### config.mk
export PLATFORM = sky130hd
export DESIGN_NAME = modbus_frame_rx_flat
export DESIGN_NICKNAME = d
export VERILOG_FILES = /design/src/rtl/modbus_frame_rx_if.sv /design/src/rtl/modbus_frame_rx.sv /design/src/flat_wrapper.sv
export SDC_FILE = /design/constraint.sdc
export NUM_CORES = 1
export LEC_CHECK = 0
export CAP_MARGIN = 20
export CELL_PAD_IN_SITES_DETAIL_PLACEMENT = 1
export CELL_PAD_IN_SITES_GLOBAL_PLACEMENT = 1
export CORE_MARGIN = 2
export CORE_UTILIZATION = 48
export CTS_CLUSTER_SIZE = 25
export DETAILED_ROUTE_END_ITERATION = 12
export PLACE_DENSITY = 0.85
export SKIP_CTS_REPAIR_TIMING = 1
export SKIP_LAST_GASP = 1
export SLEW_MARGIN = 10
export SYNTH_ARGS = -nofsm -noshare
export SYNTH_HDL_FRONTEND = slang
export SYNTH_SLANG_ARGS = --single-unit
### constraint.sdc
create_clock -name clk_in -period 3.75 [get_ports clk_in]
set_clock_uncertainty 0.15 [all_clocks]
set_input_delay 0.9375 -clock clk_in [delete_from_list [all_inputs] [get_ports clk_in]]
set_output_delay 0.9375 -clock clk_in [all_outputs]
set_load 0.03 [all_outputs]
### src/rtl/modbus_frame_rx_if.sv
// Byte stream from the UART receiver into the Modbus RTU framer.
interface modbus_frame_rx_if;
    logic [7:0] rx_data;
    logic       rx_valid;

    modport master (output rx_data, output rx_valid);
    modport slave  (input rx_data, input rx_valid);
endinterface

### src/rtl/modbus_frame_rx.sv
// Modbus RTU receive framer: delimits frames by line silence, filters on slave
// address and length, and hands the payload plus received CRC to the CRC checker.
module modbus_frame_rx #(
    parameter int BYTES      = 6,
    parameter int T15_CYCLES = 'd1563,
    parameter int T35_CYCLES = 'd3646,
    parameter int CW         = 16
) (
    input  logic                 clk_in,
    input  logic                 rst_n_in,
    modbus_frame_rx_if.slave     rx,
    input  logic [7:0]           dev_addr,
    output logic [8*BYTES-1:0]   frame_data,
    output logic [15:0]          rx_crc,
    output logic                 rx_message_done,
    output logic                 frame_err,
    output logic                 busy
);
    localparam int FRAME_LEN = BYTES + 2;
    localparam int NW        = $clog2(FRAME_LEN + 1);

    localparam logic [CW-1:0] T15    = CW'(T15_CYCLES);
    localparam logic [CW-1:0] T35    = CW'(T35_CYCLES);
    localparam logic [NW-1:0] LEN    = NW'(FRAME_LEN);
    localparam logic [NW-1:0] CRC_LO = NW'(BYTES);
    localparam logic [NW-1:0] CRC_HI = NW'(BYTES + 1);

    typedef enum logic [1:0] {INIT, IDLE, RECV, DONE} state_t;

    state_t               state, state_next;
    logic [CW-1:0]        timer;
    logic [NW-1:0]        count;
    logic [8*BYTES-1:0]   shadow_data;
    logic [15:0]          shadow_crc;
    logic                 addr_ok, err, ovf;

    logic load_first, store_byte, set_err, set_ovf, publish, raise_err;

    always_ff @(posedge clk_in or negedge rst_n_in) begin
        if (!rst_n_in) state <= INIT;
        else           state <= state_next;
    end

    // A byte and end-of-frame silence in the same cycle: the byte wins.
    always_comb begin
        state_next = state;
        load_first = 1'b0;
        store_byte = 1'b0;
        set_err    = 1'b0;
        set_ovf    = 1'b0;
        publish    = 1'b0;
        raise_err  = 1'b0;
        case (state)
            INIT: begin
                if (!rx.rx_valid && timer == T35) state_next = IDLE;
            end
            IDLE: begin
                if (rx.rx_valid) begin
                    load_first = 1'b1;
                    state_next = RECV;
                end
            end
            RECV: begin
                if (rx.rx_valid) begin
                    if (timer >= T15) set_err = 1'b1;
                    if (count < LEN) store_byte = 1'b1;
                    else             set_ovf    = 1'b1;
                end else if (timer == T35) begin
                    state_next = DONE;
                end
            end
            DONE: begin
                state_next = IDLE;
                if (addr_ok) begin
                    if (count == LEN && !err && !ovf) publish   = 1'b1;
                    else                               raise_err = 1'b1;
                end
                if (rx.rx_valid) begin
                    load_first = 1'b1;
                    state_next = RECV;
                end
            end
            default: state_next = INIT;
        endcase
    end

    always_ff @(posedge clk_in or negedge rst_n_in) begin
        if (!rst_n_in)          timer <= '0;
        else if (rx.rx_valid)   timer <= '0;
        else if (timer != T35)  timer <= timer + CW'(1);
    end

    // Bytes land in shadow registers; outputs only change on a clean frame.
    always_ff @(posedge clk_in or negedge rst_n_in) begin
        if (!rst_n_in) begin
            count           <= '0;
            shadow_data     <= '0;
            shadow_crc      <= '0;
            addr_ok         <= 1'b0;
            err             <= 1'b0;
            ovf             <= 1'b0;
            frame_data      <= '0;
            rx_crc          <= '0;
            rx_message_done <= 1'b0;
            frame_err       <= 1'b0;
        end else begin
            rx_message_done <= publish;
            frame_err       <= raise_err;
            if (publish) begin
                frame_data <= shadow_data;
                rx_crc     <= shadow_crc;
            end
            if (load_first) begin
                shadow_data[7:0] <= rx.rx_data;
                count            <= NW'(1);
                addr_ok          <= (rx.rx_data == dev_addr) || (rx.rx_data == 8'h00);
                err              <= 1'b0;
                ovf              <= 1'b0;
            end
            if (store_byte) begin
                for (int i = 0; i < BYTES; i++) begin
                    if (count == NW'(i)) shadow_data[8*i +: 8] <= rx.rx_data;
                end
                if (count == CRC_LO) shadow_crc[7:0]  <= rx.rx_data;
                if (count == CRC_HI) shadow_crc[15:8] <= rx.rx_data;
                count <= count + NW'(1);
            end
            if (set_err) err <= 1'b1;
            if (set_ovf) ovf <= 1'b1;
        end
    end

    assign busy = (state == RECV);
endmodule

### src/flat_wrapper.sv
// flat-port wrapper written by rule: the top's interface ports become plain ports
module modbus_frame_rx_flat 
#(
    parameter int BYTES      = 6,
    parameter int T15_CYCLES = 'd1563,
    parameter int T35_CYCLES = 'd3646,
    parameter int CW         = 16
)
  (clk_in, rst_n_in, dev_addr, frame_data, rx_crc, rx_message_done, frame_err, busy, rx_rx_data, rx_rx_valid);
  modbus_frame_rx_if rx_i ();
  input  logic clk_in;
  input  logic rst_n_in;
  input  logic [7:0] dev_addr;
  output logic [8*BYTES-1:0] frame_data;
  output logic [15:0] rx_crc;
  output logic rx_message_done;
  output logic frame_err;
  output logic busy;
  input wire logic [$bits(rx_i.rx_data)-1:0] rx_rx_data;
  input wire logic [$bits(rx_i.rx_valid)-1:0] rx_rx_valid;
  assign rx_i.rx_data = rx_rx_data;
  assign rx_i.rx_valid = rx_rx_valid;
  modbus_frame_rx #(.BYTES(BYTES), .T15_CYCLES(T15_CYCLES), .T35_CYCLES(T35_CYCLES), .CW(CW)) u_core (.clk_in(clk_in), .rst_n_in(rst_n_in), .rx(rx_i), .dev_addr(dev_addr), .frame_data(frame_data), .rx_crc(rx_crc), .rx_message_done(rx_message_done), .frame_err(frame_err), .busy(busy));
endmodule
Word level (Yosys, flattened, before mapping):

Cells that the tools add are included.

* latch bits: 0
* register bits after elaboration: 155
* RAM bits: 0
* memories: 0
* logic and storage cells: 96
* ROM bits: 0

* shift-type cells: 0
* equal/unequal tests: 18
* order comparisons: 2
* reduce and logical (&&, ||, !) cells: 23
* divide/modulo/power cells: 0
* bitwise operators: 0
* mux-type cells: 33
* $add $sub $neg: 2
* multiply operators: 0

Operator list (number)
* two-way mux 16 bit: 2
* two-way mux 8 bit: 3
* two-way mux 1 bit: 20
* adder 16 x 1 -> 16 bit, second input constant: 1
* == test 16 x 12 -> 1 bit, second input constant: 1
* == test 4 x 3 -> 1 bit, second input constant: 4
* greater-or-equal comparator 16 x 11 -> 1 bit, second input constant: 1
* inequality test 16 x 12 -> 1 bit, second input constant: 1
* AND reduction 2 bit: 7
* two-way mux 2 bit: 5
* == test 4 x 2 -> 1 bit, second input constant: 2
* == test 8 bit: 1
* zero test 8 bit: 1
* two-way mux 4 bit: 2
* case mux 2 bit (4 select lines): 1
* nonzero test 2 bit: 4
* adder 4 x 1 -> 4 bit, second input constant: 1
* == test 2 bit, second input constant: 2
* == test 4 x 1 -> 1 bit, second input constant: 1
* == test 4 bit, second input constant: 1
* zero test 4 bit: 1
* < comparator 4 bit, second input constant: 1
* inequality test 2 x 1 -> 1 bit, second input constant: 2
* inequality test 2 bit, second input constant: 2
* other kinds (7): 11

Depth between registers and ports, before layout:

* depth in word-level cells: 6
* depth in mapped cells: 8
* mapped depth without buffers: 6

Least setup slack after synthesis:

Ideal clock, no wire load.

* path type: reg-to-reg
* from: register u_core.count[0]
* to: register u_core.frame_data[0]
* data arrival time: 1.820 ns
* stages on the path, launching flop included: 9
* path buffers: 2
* setup time: 0.125 ns
* clock period less this slack: 2.095 ns
* path slack: 1.655 ns
* cell sequence: dfrtp_1 inv_1 ha_1 nor2b_1 nand3_1 or2_2 buf_2 buf_2 mux2_2

* word-level cells in the longest chain between the ends: 6

Ends and longest elaborated chain
* from (decl): RTL line modbus_frame_rx.sv:32 `logic [NW-1:0] count;`
* from (signal assigned): RTL line modbus_frame_rx.sv:126 `count <= count + NW'(1);`
* == test 4 bit: RTL line modbus_frame_rx.sv:75 `if (count == LEN && !err && !ovf) publish = 1'b1;`
* logical AND 1 bit (2 in a row): RTL line modbus_frame_rx.sv:75
* two-way mux 1 bit: RTL line modbus_frame_rx.sv:75
* two-way mux 1 bit: RTL line modbus_frame_rx.sv:74 `if (addr_ok) begin`
* two-way mux 1 bit: RTL line modbus_frame_rx.sv:53 `case (state)`
* to (signal assigned): RTL line modbus_frame_rx.sv:110 `frame_data <= shadow_data;`
* to (decl): RTL line modbus_frame_rx.sv:13 `output logic [8*BYTES-1:0] frame_data,`

Every way passes these cells.
A chain may end at the register's enable or synchronous reset.

Worst setup path after layout:

* from: register u_core.state[0]
* to: output busy

* word-level cells in the longest chain between the ends: 1

Ends and longest elaborated chain
* from (decl): RTL line modbus_frame_rx.sv:30 `state_t state, state_next;`
* from (signal assigned): RTL line modbus_frame_rx.sv:41 `else state <= state_next;`
* == test 2 bit: RTL line modbus_frame_rx.sv:133 `assign busy = (state == RECV);`
* to (decl): RTL line flat_wrapper.sv:18 `output logic busy;`

Every way passes these cells.

==> results.txt <==
run status: finished, final reports clean
clock net sink count: 155
level count of the clock H-tree: 4
count of flip-flops with a built-in enable after synthesis: 0
GP Congestion: 0.759
library cell with the largest summed area after synthesis: sky130_fd_sc_hd__dfrtp_1
Final Slew Violations: 0
die extent in y: 119 µm
drt initial violations: 296
first-pass GRT wire length: 28.3 mm
critical path, cell by cell: nor2b_1 > clkdlybuf4s50_1
via count of the first global-routing pass: 4,669
sequential share of power: 0.482
master cell of the clock root buffer: sky130_fd_sc_hd__clkbuf_16
length of routed wiring on met1: 7.18 mm
Multi-input gate area: 0.00230 mm²
area of the core: 0.0127 mm²
final critical-path share of the clock period: 0.801
number of core rows: 41
detailed placement HPWL: 10.6 mm
global route overflow: 0
worst-skew pair later-pin latency: 0.43 ns
logic depth of the worst path, buffers included: 2
Static Leak: 3.79 nW
type of the worst setup path: reg -> out
Slew HR: 0.345
total routing usage reported by global routing: 0.270
overall die area: 0.0141 mm²
area after detailed placement: 0.00735 mm²
slowest cell delay on critical path: 0.72 ns
synthesized net count: 467
switching power summed over all nets: 0.00112 W
Post-Syn Area: 0.00631 mm²
Horiz. Die Dim: 119 µm
count of synthesis-stage warnings from yosys: 0
reg2reg path depth: 7
kind of start point of the critical path: flip-flop
Synth-to-Final Area Change: 26.0%
fraction of the yosys area taken by sequential cells: 0.614
TritonCTS clock tree: built
clock share of power: 0.408
max-capacitance violation count: 0
detailed-route wire length per cell: 25.0 µm
total iterations of the first detailed-routing run: 4
reg2reg setup slack: 1.02 ns
filler cell count in the final layout: 1,238
Layout Cell Area excl Fill: 0.00796 mm²
post-route DRC violation count: 0
CP Buf/Inv Count: 1
worst path arrival time: 1.92 ns
uppermost metal layer occupied by signal nets: met4
nets@finish: 554
Port Buffers: 85
met3 layer wire length in the routed design: 714 µm
clock-pin slew on the worst setup and hold paths: 0.06 ns
share of post-route cells with drive strength above 1: 0.330
boundary pin count: 86
worst r2r src: u_core.count[0]
cell-internal power: 0.00327 W
total length of routed wires: 17.9 mm
Register Area: 0.00388 mm²
leading cell types by total area after synthesis: sky130_fd_sc_hd__dfrtp_1 (61%), sky130_fd_sc_hd__mux2_2 (23%), sky130_fd_sc_hd__xor2_1 (1.8%)
post-synthesis instance total: 442
Yosys top cell area share: 0.614
via count of the routed design: 4,015
cell with the largest stage delay on the worst path: sky130_fd_sc_hd__clkdlybuf4s50_1
r2r endpoint: u_core.frame_data[42]
switching portion of total power: 0.255
starting density of the core: 0.496
Slew @ Worst Pin: 0.976 ns
peak clock frequency supported by timing: 333 MHz
path class of the lowest-slack min-delay path: reg -> reg
Setup-failing EPs final: 0
dominant register cell in the synthesized netlist: sky130_fd_sc_hd__dfrtp_1
Pwr per Cell Area: 551 mW/mm²
RSZ-0062 raised after global routing: false
crit path launch: u_core.state[0]
share of total power in combinational logic: 0.109
antenna diode count: 0
required time reported for the critical path endpoint: 2.66 ns
final antenna-violating net count: 0
antenna violations before repair: 0
unique cell type count in the Yosys netlist: 44
length of routed met2 wiring: 9.40 mm
end point of the critical path: busy
fraction of synthesis flops using an asynchronous set or reset pin: 1.00
Worst Path Max Fanout: 11
average instance area after synthesis: 14.3 µm²
average via count per standard cell: 5.62
flops & latches, synth: 155
largest net degree at the start of global routing: 78
final worst path period need: 3.00 ns
capturing element type of the critical path: output port
buffers from clock root to sink, at most: 2
Sum Neg Setup Slack: 0 ns
peak supply drop: 0.247 mV
Final Hold Viols: 0
clock buffer count from CTS: 17
gate family responsible for the most delay along the worst path: buffers and inverters
[power by group through the flow]
stage,Clock [W],Sequential (W),Combinational [W]
floorplan,0,0.00204,0.000323
global placement,0,0.00210,0.000411
detailed placement,0,0.00212,0.000456
CTS,0.00181,0.00211,0.000488
global route,0.00188,0.00214,0.000526
finish,0.00179,0.00212,0.000480
[cell usage in the layout, fill, tap and decap left out, types with 3 or more instances in the layout]
cell and n:
sky130_fd_sc_hd__a21oi_1 10, sky130_fd_sc_hd__a31oi_1 5, sky130_fd_sc_hd__and3_1 5, sky130_fd_sc_hd__buf_4 5
sky130_fd_sc_hd__bufinv_16 3, sky130_fd_sc_hd__clkbuf_16 17, sky130_fd_sc_hd__clkbuf_8 3, sky130_fd_sc_hd__clkdlybuf4s50_1 84
sky130_fd_sc_hd__clkinv_2 3, sky130_fd_sc_hd__clkinvlp_4 5, sky130_fd_sc_hd__dfrtp_1 155, sky130_fd_sc_hd__ha_1 6
sky130_fd_sc_hd__inv_1 6, sky130_fd_sc_hd__mux2_2 129, sky130_fd_sc_hd__nand2_1 16, sky130_fd_sc_hd__nand3_1 8
sky130_fd_sc_hd__nand4_1 3, sky130_fd_sc_hd__nor2_1 14, sky130_fd_sc_hd__nor2b_1 5, sky130_fd_sc_hd__nor3_1 3
sky130_fd_sc_hd__nor4_1 4, sky130_fd_sc_hd__o21ai_0 7, sky130_fd_sc_hd__xor2_1 13
[kinds of logic (layout without fill, tap and decap cells)]
family,Yosys count,after routing,share of synthesized area
muxes,131,131,0.235
DFF,155,155,0.614
AOI/OAI and AO/OA,32,32,0.0307
buffers and inverters,30,130,0.0216
xor gates and xnor gates,14,14,0.0194
adders and majority gates,6,6,0.0119
and+or+nand+nor,74,74,0.0674
[metal layers]
metal,vias up,track usage
li1,1728,-
met1,2121,0.314
met2,122,0.475
met3,44,0.0647
met4,0,0.112
met5,-,0
[through the flow]
| step | hold WS [ns] | total power, W | util | setup slack [ns] | cells |
|---|---|---|---|---|---|
| 5_1_grt | 0.367 | 0.00455 | 0.626 | 0.662 | 714 |
| 3_3_place_gp | 0.332 | 0.00251 | 0.577 | 0.697 | 682 |
| 4_1_cts | 0.356 | 0.00440 | 0.626 | 0.728 | 714 |
| 2_1_floorplan | 0.325 | 0.00236 | - | 1.65 | 442 |
| 3_5_place_dp | 0.344 | 0.00258 | 0.577 | 0.573 | 682 |
| 6_report | 0.355 | 0.00439 | 0.626 | 0.747 | 714 |
[layout make-up]
class,count,area share
well taps,172,0.0270
clock buffers,21,0.0591
inverters,6,0.00283
flip-flops and latches,155,0.487
multi-input cells,257,0.289
repair buffers,92,0.117
clock inverters,11,0.0179
[flip-flops by register name, indices dropped and copies added (netlist names)]
signal                  flops
u_core.frame_data          48
u_core.shadow_data         48
u_core.rx_crc              16
u_core.shadow_crc          16
u_core.timer               16
u_core.count                4
u_core.state                2
u_core.addr_ok              1
u_core.err                  1
u_core.frame_err            1
u_core.ovf                  1
u_core.rx_message_done      1
[synth_stat cells (2+ instances only)]
cell type	number
sky130_fd_sc_hd__dfrtp_1	155
sky130_fd_sc_hd__mux2_2	129
sky130_fd_sc_hd__nand2_1	16
sky130_fd_sc_hd__clkbuf_1	14
sky130_fd_sc_hd__nor2_1	14
sky130_fd_sc_hd__xor2_1	13
sky130_fd_sc_hd__a21oi_1	10
sky130_fd_sc_hd__nand3_1	8
sky130_fd_sc_hd__buf_2	7
sky130_fd_sc_hd__o21ai_0	7
sky130_fd_sc_hd__ha_1	6
sky130_fd_sc_hd__inv_1	6
sky130_fd_sc_hd__a31oi_1	5
sky130_fd_sc_hd__and3_1	5
sky130_fd_sc_hd__nor2b_1	5
sky130_fd_sc_hd__nor4_1	4
sky130_fd_sc_hd__nand4_1	3
sky130_fd_sc_hd__nor3_1	3
sky130_fd_sc_hd__buf_6	2
sky130_fd_sc_hd__mux2_4	2
sky130_fd_sc_hd__nand2b_1	2
sky130_fd_sc_hd__o21bai_1	2
sky130_fd_sc_hd__o31ai_1	2
sky130_fd_sc_hd__or3_1	2
[worst min path at each step]
stage / startpoint / slack [ns] / depth (start not counted) / endpoint
floorplan: u_core.shadow_data[24] / 0.32 / 1 / u_core.frame_data[24]
global placement: u_core.shadow_data[24] / 0.33 / 1 / u_core.frame_data[24]
detailed placement: u_core.shadow_crc[2] / 0.34 / 1 / u_core.shadow_crc[2]
CTS: u_core.shadow_data[2] / 0.36 / 1 / u_core.frame_data[2]
global route: u_core.shadow_data[2] / 0.37 / 1 / u_core.frame_data[2]
finish: u_core.shadow_data[2] / 0.36 / 1 / u_core.frame_data[2]
[worst register-to-register path, cell delays in order, from the launching register on]
cell	delay, ns
sky130_fd_sc_hd__dfrtp_1	0.48
sky130_fd_sc_hd__inv_1	0.11
sky130_fd_sc_hd__ha_1	0.26
sky130_fd_sc_hd__nor2b_1	0.16
sky130_fd_sc_hd__nand3_1	0.10
sky130_fd_sc_hd__or2_2	0.61
sky130_fd_sc_hd__buf_12	0.32
sky130_fd_sc_hd__mux2_2	0.42
Note: power is estimated with default switching activity, not from simulation.
